<file path="config.mk">
export PLATFORM = sky130hd
export DESIGN_NAME = sat_accum_ctrl
export DESIGN_NICKNAME = d
export VERILOG_FILES = /design/src/rtl/sat_accum_ctrl_pkg.sv /design/src/rtl/no_overflow_adder.sv /design/src/rtl/no_overflow_unsig_adder.sv /design/src/rtl/sat_accum_ctrl.sv
export SDC_FILE = /design/constraint.sdc
export NUM_CORES = 1
export LEC_CHECK = 0
export CAP_MARGIN = 20
export CORE_MARGIN = 10
export CORE_UTILIZATION = 30
export CTS_BUF_LIST = sky130_fd_sc_hd__clkbuf_8
export DETAILED_ROUTE_END_ITERATION = 16
export HOLD_SLACK_MARGIN = 0.06
export SYNTH_ARGS = -nofsm -noshare
export SYNTH_HDL_FRONTEND = slang
export SYNTH_SLANG_ARGS = --single-unit
</file>
<file path="constraint.sdc">
create_clock -name clk -period 4 [get_ports clk]
set_input_delay 0.6 -clock clk [delete_from_list [all_inputs] [get_ports clk]]
set_output_delay 0.6 -clock clk [all_outputs]
set_load 0.01 [all_outputs]
</file>
<file path="src/rtl/sat_accum_ctrl_pkg.sv">
// sat_accum_ctrl_pkg: shared FSM state and accumulation mode encodings
package sat_accum_ctrl_pkg;
    typedef enum logic [1:0] {IDLE, ACCUM, DONE} state_t;
    localparam logic MODE_SIGNED = 1'b0;
    localparam logic MODE_UNSIGNED = 1'b1;
endpackage

</file>
<file path="src/rtl/no_overflow_adder.sv">
// no_overflow_adder: signed two's-complement adder clamping to the signed range
module no_overflow_adder #(
    parameter int WIDTH = 32
) (
    input  logic [WIDTH-1:0] a,
    input  logic [WIDTH-1:0] b,
    output logic [WIDTH-1:0] sum,
    output logic             po,
    output logic             no
);
    logic [WIDTH-1:0] raw;
    always_comb begin
        raw = a + b;
        po = !a[WIDTH-1] && !b[WIDTH-1] && raw[WIDTH-1];
        no = a[WIDTH-1] && b[WIDTH-1] && !raw[WIDTH-1];
        sum = po ? {1'b0, {(WIDTH-1){1'b1}}} : no ? {1'b1, {(WIDTH-1){1'b0}}} : raw;
    end
endmodule

</file>
<file path="src/rtl/no_overflow_unsig_adder.sv">
// no_overflow_unsig_adder: unsigned accumulator plus signed delta, optional clamp to [0, 2^W-1]
module no_overflow_unsig_adder #(
    parameter int WIDTH = 32,
    parameter bit ALLOW_PO = 1'b0,
    parameter bit ALLOW_NO = 1'b0
) (
    input  logic [WIDTH-1:0] a,
    input  logic [WIDTH-1:0] b,
    output logic [WIDTH-1:0] sum,
    output logic             po,
    output logic             no
);
    logic [WIDTH+1:0] ext;
    always_comb begin
        ext = {2'b00, a} + {{2{b[WIDTH-1]}}, b};
        po = !ext[WIDTH+1] && ext[WIDTH];
        no = ext[WIDTH+1];
        sum = (po && !ALLOW_PO) ? '1 : (no && !ALLOW_NO) ? '0 : ext[WIDTH-1:0];
    end
endmodule

</file>
<file path="src/rtl/sat_accum_ctrl.sv">
// sat_accum_ctrl: streams len operands into a saturating accumulator and hands off the result
module sat_accum_ctrl
    import sat_accum_ctrl_pkg::*;
#(
    parameter int WIDTH = 32,
    parameter int CNT_W = 8
) (
    input  logic             clk,
    input  logic             rst,
    input  logic             start,
    input  logic [CNT_W-1:0] len,
    input  logic             mode,
    input  logic             abort,
    output logic             busy,
    input  logic             in_valid,
    output logic             in_ready,
    input  logic [WIDTH-1:0] in_data,
    output logic             out_valid,
    input  logic             out_ready,
    output logic [WIDTH-1:0] out_data,
    output logic             out_po,
    output logic             out_no
);
    state_t state, state_n;
    logic [WIDTH-1:0] acc, s_sum, u_sum, add_sum;
    logic [CNT_W-1:0] cnt;
    logic po_f, no_f, mode_r, s_po, s_no, u_po, u_no, add_po, add_no, hs;

    no_overflow_adder #(.WIDTH(WIDTH)) u_sadd (
        .a(acc), .b(in_data), .sum(s_sum), .po(s_po), .no(s_no)
    );

    no_overflow_unsig_adder #(.WIDTH(WIDTH), .ALLOW_PO(1'b0), .ALLOW_NO(1'b0)) u_uadd (
        .a(acc), .b(in_data), .sum(u_sum), .po(u_po), .no(u_no)
    );

    always_comb begin
        add_sum = (mode_r == MODE_UNSIGNED) ? u_sum : s_sum;
        add_po = (mode_r == MODE_UNSIGNED) ? u_po : s_po;
        add_no = (mode_r == MODE_UNSIGNED) ? u_no : s_no;
        busy = state != IDLE;
        in_ready = state == ACCUM && !abort;
        hs = in_valid && in_ready;
        out_valid = state == DONE;
        out_data = out_valid ? acc : '0;
        out_po = out_valid && po_f;
        out_no = out_valid && no_f;
        // abort outranks every handshake, including start and out_ready
        state_n = abort ? IDLE
                : state == IDLE ? (start ? (len != '0 ? ACCUM : DONE) : IDLE)
                : state == ACCUM ? ((hs && cnt == CNT_W'(1)) ? DONE : ACCUM)
                : (out_ready ? IDLE : DONE);
    end

    always_ff @(posedge clk or posedge rst) begin
        if (rst) begin
            state <= IDLE;
            acc <= '0;
            cnt <= '0;
            po_f <= 1'b0;
            no_f <= 1'b0;
            mode_r <= MODE_SIGNED;
        end else begin
            state <= state_n;
            if (state == IDLE && start && !abort) begin
                acc <= '0;
                cnt <= len;
                po_f <= 1'b0;
                no_f <= 1'b0;
                mode_r <= mode;
            end else if (hs) begin
                acc <= add_sum;
                cnt <= cnt - 1'b1;
                po_f <= po_f | add_po;
                no_f <= no_f | add_no;
            end
        end
    end
endmodule

</file>
## Word-level counts from Yosys, hierarchy flattened

Index checks and enable logic that the tools add are counted.

| word-level totals | value |
|---|---|
| register bits after elaboration | 45 |
| latch bits | 0 |
| memory bits (writable) | 0 |
| bits in read-only memories | 0 |
| input bits | 47 |
| output and inout bits | 37 |
| logic and storage cells | 58 |
| memories | 0 |

| operators by class | value |
|---|---|
| add/sub/neg operators | 3 |
| multipliers | 0 |
| divide/modulo/power cells | 0 |
| magnitude comparators | 0 |
| equal/unequal tests | 3 |
| shift-type cells | 0 |
| mux-type cells | 23 |
| bitwise logic cells | 2 |
| reduce and logical (&&, ||, !) cells | 21 |

Operators with widths:

| kind | count |
|---|---|
| $mux W32 | 8 |
| $add A33 B32 Y34 | 1 |
| $add A32 B32 Y32 | 1 |
| $mux W8 | 2 |
| $mux W2 | 7 |
| $logic_and A1 B1 Y1 | 12 |
| $eq A8 B1 Y1 const B | 1 |
| $reduce_bool A8 Y1 | 1 |
| $sub A8 B1 Y8 const B | 1 |
| $mux W1 | 6 |
| $logic_not A1 Y1 | 5 |
| $reduce_bool A2 Y1 | 2 |
| $eq A2 B1 Y1 const B | 1 |
| $eq A2 B2 Y1 const B | 1 |
| $logic_not A2 Y1 | 1 |
| $or A1 B1 Y1 | 2 |

## Longest topological paths before layout

Gate-level depths: netlist of run 1.

| depth | value |
|---|---|
| depth in word-level cells | 8 |
| mapped depth | 13 |
| mapped depth without buffers | 11 |

## Modules after synthesis

Synthesis of run 1 repeated with hierarchy kept, for this count alone.

| unflattened totals | value |
|---|---|
| cells, all modules | 843 |
| area, all modules | 6487.5 µm² |

By module, submodules not included:

| module | times used | cells an instance | area each (µm²) | seq. area each (µm²) |
|---|---|---|---|---|
| sat_accum_ctrl | 1 | 261 | 2444.8 | 1126.1 |
| no_overflow_adder | 1 | 317 | 2117.0 | 0.0 |
| no_overflow_unsig_adder | 1 | 265 | 1925.6 | 0.0 |

## Worst setup path before layout of run 1

OpenSTA, ideal clock, no wires.

| timing path | value |
|---|---|
| path kind | input port to flip-flop |
| start point | input port in_data[2] |
| end point | register acc[20] |
| library setup time | 0.064 ns |
| arrival | 3.101 ns |
| required time | 3.936 ns |
| path slack | 0.836 ns |
| cell stages on the path | 11 |
| buffers on the path | 1 |
| cells stage by stage | ha_1 o21ai_0 o21bai_1 a211oi_2 o21ai_2 a41o_1 a31o_4 xnor2_1 a221oi_2 buf_6 a22o_2 |

| on the way | value |
|---|---|
| word-level cells in the longest chain between the ends | 8 |
| elaborated cells between the ends (all ways) | 14 |
| classes of those cells | add/sub (2); mux (7); reduce/logical (5) |

RTL lines:

| element | RTL line | source |
|---|---|---|
| from (decl) | sat_accum_ctrl.sv:17 | `input logic [WIDTH-1:0] in_data,` |
| $add A32 B32 Y32 | no_overflow_adder.sv:13 | `raw = a + b;` |
| $logic_not A1 Y1 | no_overflow_adder.sv:15 | `no = a[WIDTH-1] && b[WIDTH-1] && !raw[WIDTH-1];` |
| $logic_and A1 B1 Y1 | no_overflow_adder.sv:15 |  |
| $mux W32 (2 in series) | no_overflow_adder.sv:16 | `sum = po ? {1'b0, {(WIDTH-1){1'b1}}} : no ? {1'b1, {(WIDTH-1){1'b0}}} : raw;` |
| $mux W32 (*) | sat_accum_ctrl.sv:38 | `add_sum = (mode_r == MODE_UNSIGNED) ? u_sum : s_sum;` |
| $mux W32 (*) | sat_accum_ctrl.sv:71 | `end else if (hs) begin` |
| $mux W32 (*) | sat_accum_ctrl.sv:65 | `if (state == IDLE && start && !abort) begin` |
| to (signal assigned) | sat_accum_ctrl.sv:72 | `acc <= add_sum;` |
| to (decl) | sat_accum_ctrl.sv:25 | `logic [WIDTH-1:0] acc, s_sum, u_sum, add_sum;` |

Every way passes the cells marked *; elsewhere a longest branch is shown, timed or not. The select of a mux whose other input is x is not followed.
A chain may end at the register's enable or synchronous reset.

## Worst setup path in the final report of run 1

| timing path | value |
|---|---|
| start point | input port in_data[1] |
| end point | register acc[14] |

The elaborated chain is that of the path after synthesis.

==> results of run 1 <==
path summary, 6_finish.rpt:
check,start,end,slack [ns],cells past startpoint
max,in_data[1],acc[14],0.32,12
min,cnt[7],cnt[7],0.51,2
min in group asynchronous,rst,state[1],0.74,3
max reg2reg,acc[2],acc[14],0.69,11
max in group asynchronous,rst,acc[20],2.83,3
min reg2reg,cnt[7],cnt[7],0.51,2
kinds of logic after synthesis:
logic type,Yosys count,synth area share
flip-flops,45,0.262
multiplexers,1,0.00350
adder cells (fa/ha/maj),37,0.110
AND/OR/NAND/NOR,187,0.229
XOR/XNOR,29,0.0592
buffers and inverters,39,0.0434
AO/OA/AOI/OAI,167,0.293
registers in the layout, indices dropped and copies added, names as in the netlist:
register  cells
mode_r        1
cnt           8
po_f          1
no_f          1
acc          32
state         2
per-layer routing:
layer  up-vias  GRT usage  wire length, µm  share of wire
li1       2015          -                -              -
met1      1946      0.164             6170           0.47
met5         -          0                0              0
met2        82      0.223             6230           0.48
met3         7     0.0299              586          0.045
met4         0     0.0310               98         0.0075
synth_stat cells, types with 2 or more instances:
cell type  number  area, µm²
a21o_1         12       90.1
a21oi_1        37        185
o21ai_0        26        130
and2_1         37        231
a22o_1          6       52.6
ha_1           36        450
a21o_2          4       35.0
and3_2          2       15.0
a211oi_2        2       25.0
a32oi_1         2       17.5
or4_1           2       15.0
nand2b_1        2       12.5
or3_1           4       25.0
xnor2_1        15        131
or2_2           2       12.5
a211oi_1        3       22.5
a41o_1          2       20.0
clkbuf_1       15       56.3
nand4_1         5       31.3
nor2_1         30        113
a221o_1         3       30.0
a31oi_1         7       43.8
and3_1          3       18.8
buf_6           4       45.0
nor3_1          6       30.0
a31o_2          3       26.3
inv_1          11       41.3
o211ai_1        9       67.6
a41oi_1         2       17.5
nor3b_1         2       15.0
nand2_1        40        150
nor2b_1         4       25.0
o21bai_1        4       30.0
o311ai_0        3       26.3
xor2_1         14        123
a21boi_0        2       15.0
dfrtp_1        45       1130
buf_2           7       35.0
o21a_1          2       15.0
a22o_2         25        250
nand3_1        38        190
nand3b_1        4       30.0
through the flow:
step	std cells	hold slack (ns)	area, µm²	utilization
6_report	756	0.512	5360	0.385
5_1_grt	756	0.555	5360	0.385
4_1_cts	756	0.519	5360	0.385
3_5_place_dp	748	0.494	5270	0.378
3_3_place_gp	748	0.486	5270	0.378
2_1_floorplan	505	0.464	4290	-
critical path, cell delays in order:
cell	delay (ns)
clkdlybuf4s50_1	0.49
ha_1	0.37
a211oi_2	0.23
o21bai_1	0.15
a211oi_2	0.38
o21ai_2	0.14
a41o_1	0.31
a31o_4	0.29
xnor2_1	0.16
a221oi_2	0.34
buf_4	0.30
a22o_2	0.17
where the power goes:
| group | internal, mW | switching (mW) | total [mW] |
|---|---|---|---|
| Sequential | 0.577 | 0.111 | 0.688 |
| Combinational | 0.694 | 0.834 | 1.53 |
| Clock | 0.127 | 0.194 | 0.321 |
area by class of cell:
class                   count  area share
clock buffers               5      0.0128
clock inverters             3     0.00467
inverters                  11     0.00770
multi-input cells         421       0.557
flip-flops and latches     45       0.210
well taps                 180      0.0420
repair buffers             91       0.166
==> flow_summary.ini, run 1 <==
[sta]
fin_crit_sh = 0.919
drv_slew = 0
max_freq_ghz = 0.272
tightest_slew_ns = 0.648
finalSetupTns_ns = 0
layout_setup_ws_ns = 0.324
grt_setup_unrepaired = false
fin_crit_ns = 3.68
skew_ns = 0.0116
hold_violations = 0
finalSetupViolations = 0
slew_headroom = 0.566

[routing]
routed_via_density = 5.36
detail-route-antenna-nets = 0
routedWlPerCell_um = 17.3
num_vias = 4050
drt-pass1-iter-count = 4
drc_errors = 0
first_iter_violations = 322
routed_wl_mm = 13.1

[die]
fp.dieArea_um2 = 19500
rows = 43
die_w_um = 140
io_pins = 84
start_util = 0.308
core_um2 = 13900
die_h_um = 140

[synth]
synth.avg_cell_area_um2 = 8.50
syn-num-nets = 589
synth-seq-area-share = 0.262
synth_area_um2 = 4290
ys_ff_latch = 45
yosysUniqueCellTypes = 65
synth_top_flop_cell = dfrtp_1
async_flop_share = 1.00
synth_cells = 505
yosys_warnings = 0
synth_edf_count = 0

[clock_network]
cts_resized = 0
clkSlewWorstSetupHoldPaths_ns = 0.11
hold_buffers = 0
clk_latency_ns = 0.32
cts_tree = built
cts_buffers = 5
cts_setup_buffers = 0
cts_root_buf = clkbuf_8
cts_num_sinks = 45
htree_levels = 2
clock_tree.buffer_depth = 2

[worst_setup_path]
cp_max_fo = 18
worstPathArrival_ns = 3.94
required_ns = 4.26
critPathLaunchType = input pin
critPathCaptureType = flop
critical_path_class = in -> reg

[finish]
syn2layout_area_growth_pct = 24.9
final_cell_mix = clkdlybuf4s50_1, dfrtp_1, nand2_1
layout-drive-gt1-share = 0.115
area.sequential_um2 = 1130
antenna_cells = 0
mostFrequentLayoutCell = clkdlybuf4s50_1
nNetsFinal = 659
fill_cells = 1394
multi_input_area_um2 = 2990

[global_routing]
grt_util_all_layers = 0.131
grt_start_max_net_pins = 46
grt_pass1_vias = 4296
grt_pass1_wl_mm = 21.9
globalRouteOverflowTotal = 0
antenna_found_initial = 0

[run]
maxCapViolations = 0

[placement]
place_hpwl_mm = 9.93
gp_congestion = 0.880
port_buffers = 83
place_ws_ns = 0.0289

[pwr]
powerDensity_nw_per_um2 = 473
finalPower_mw = 2.54
p_leak_nw = 2.34
ir_drop_mv = 0.141

[run_status]
status = complete, no violations

[worst_hold_path]
hold_path_class = reg -> reg
Note: power is estimated with default switching activity, not from simulation.
==> inputs of run 2 (changes only) <==
--- a/config.mk
+++ b/config.mk
@@ -5,7 +5,7 @@
 export SDC_FILE = /design/constraint.sdc
 export NUM_CORES = 1
 export LEC_CHECK = 0
-export CAP_MARGIN = 20
+export CAP_MARGIN = 30
 export CORE_MARGIN = 10
 export CORE_UTILIZATION = 30
 export CTS_BUF_LIST = sky130_fd_sc_hd__clkbuf_8
==> results of run 2 <==
The final DEF is identical to that of run 1; final timing and power are the same.
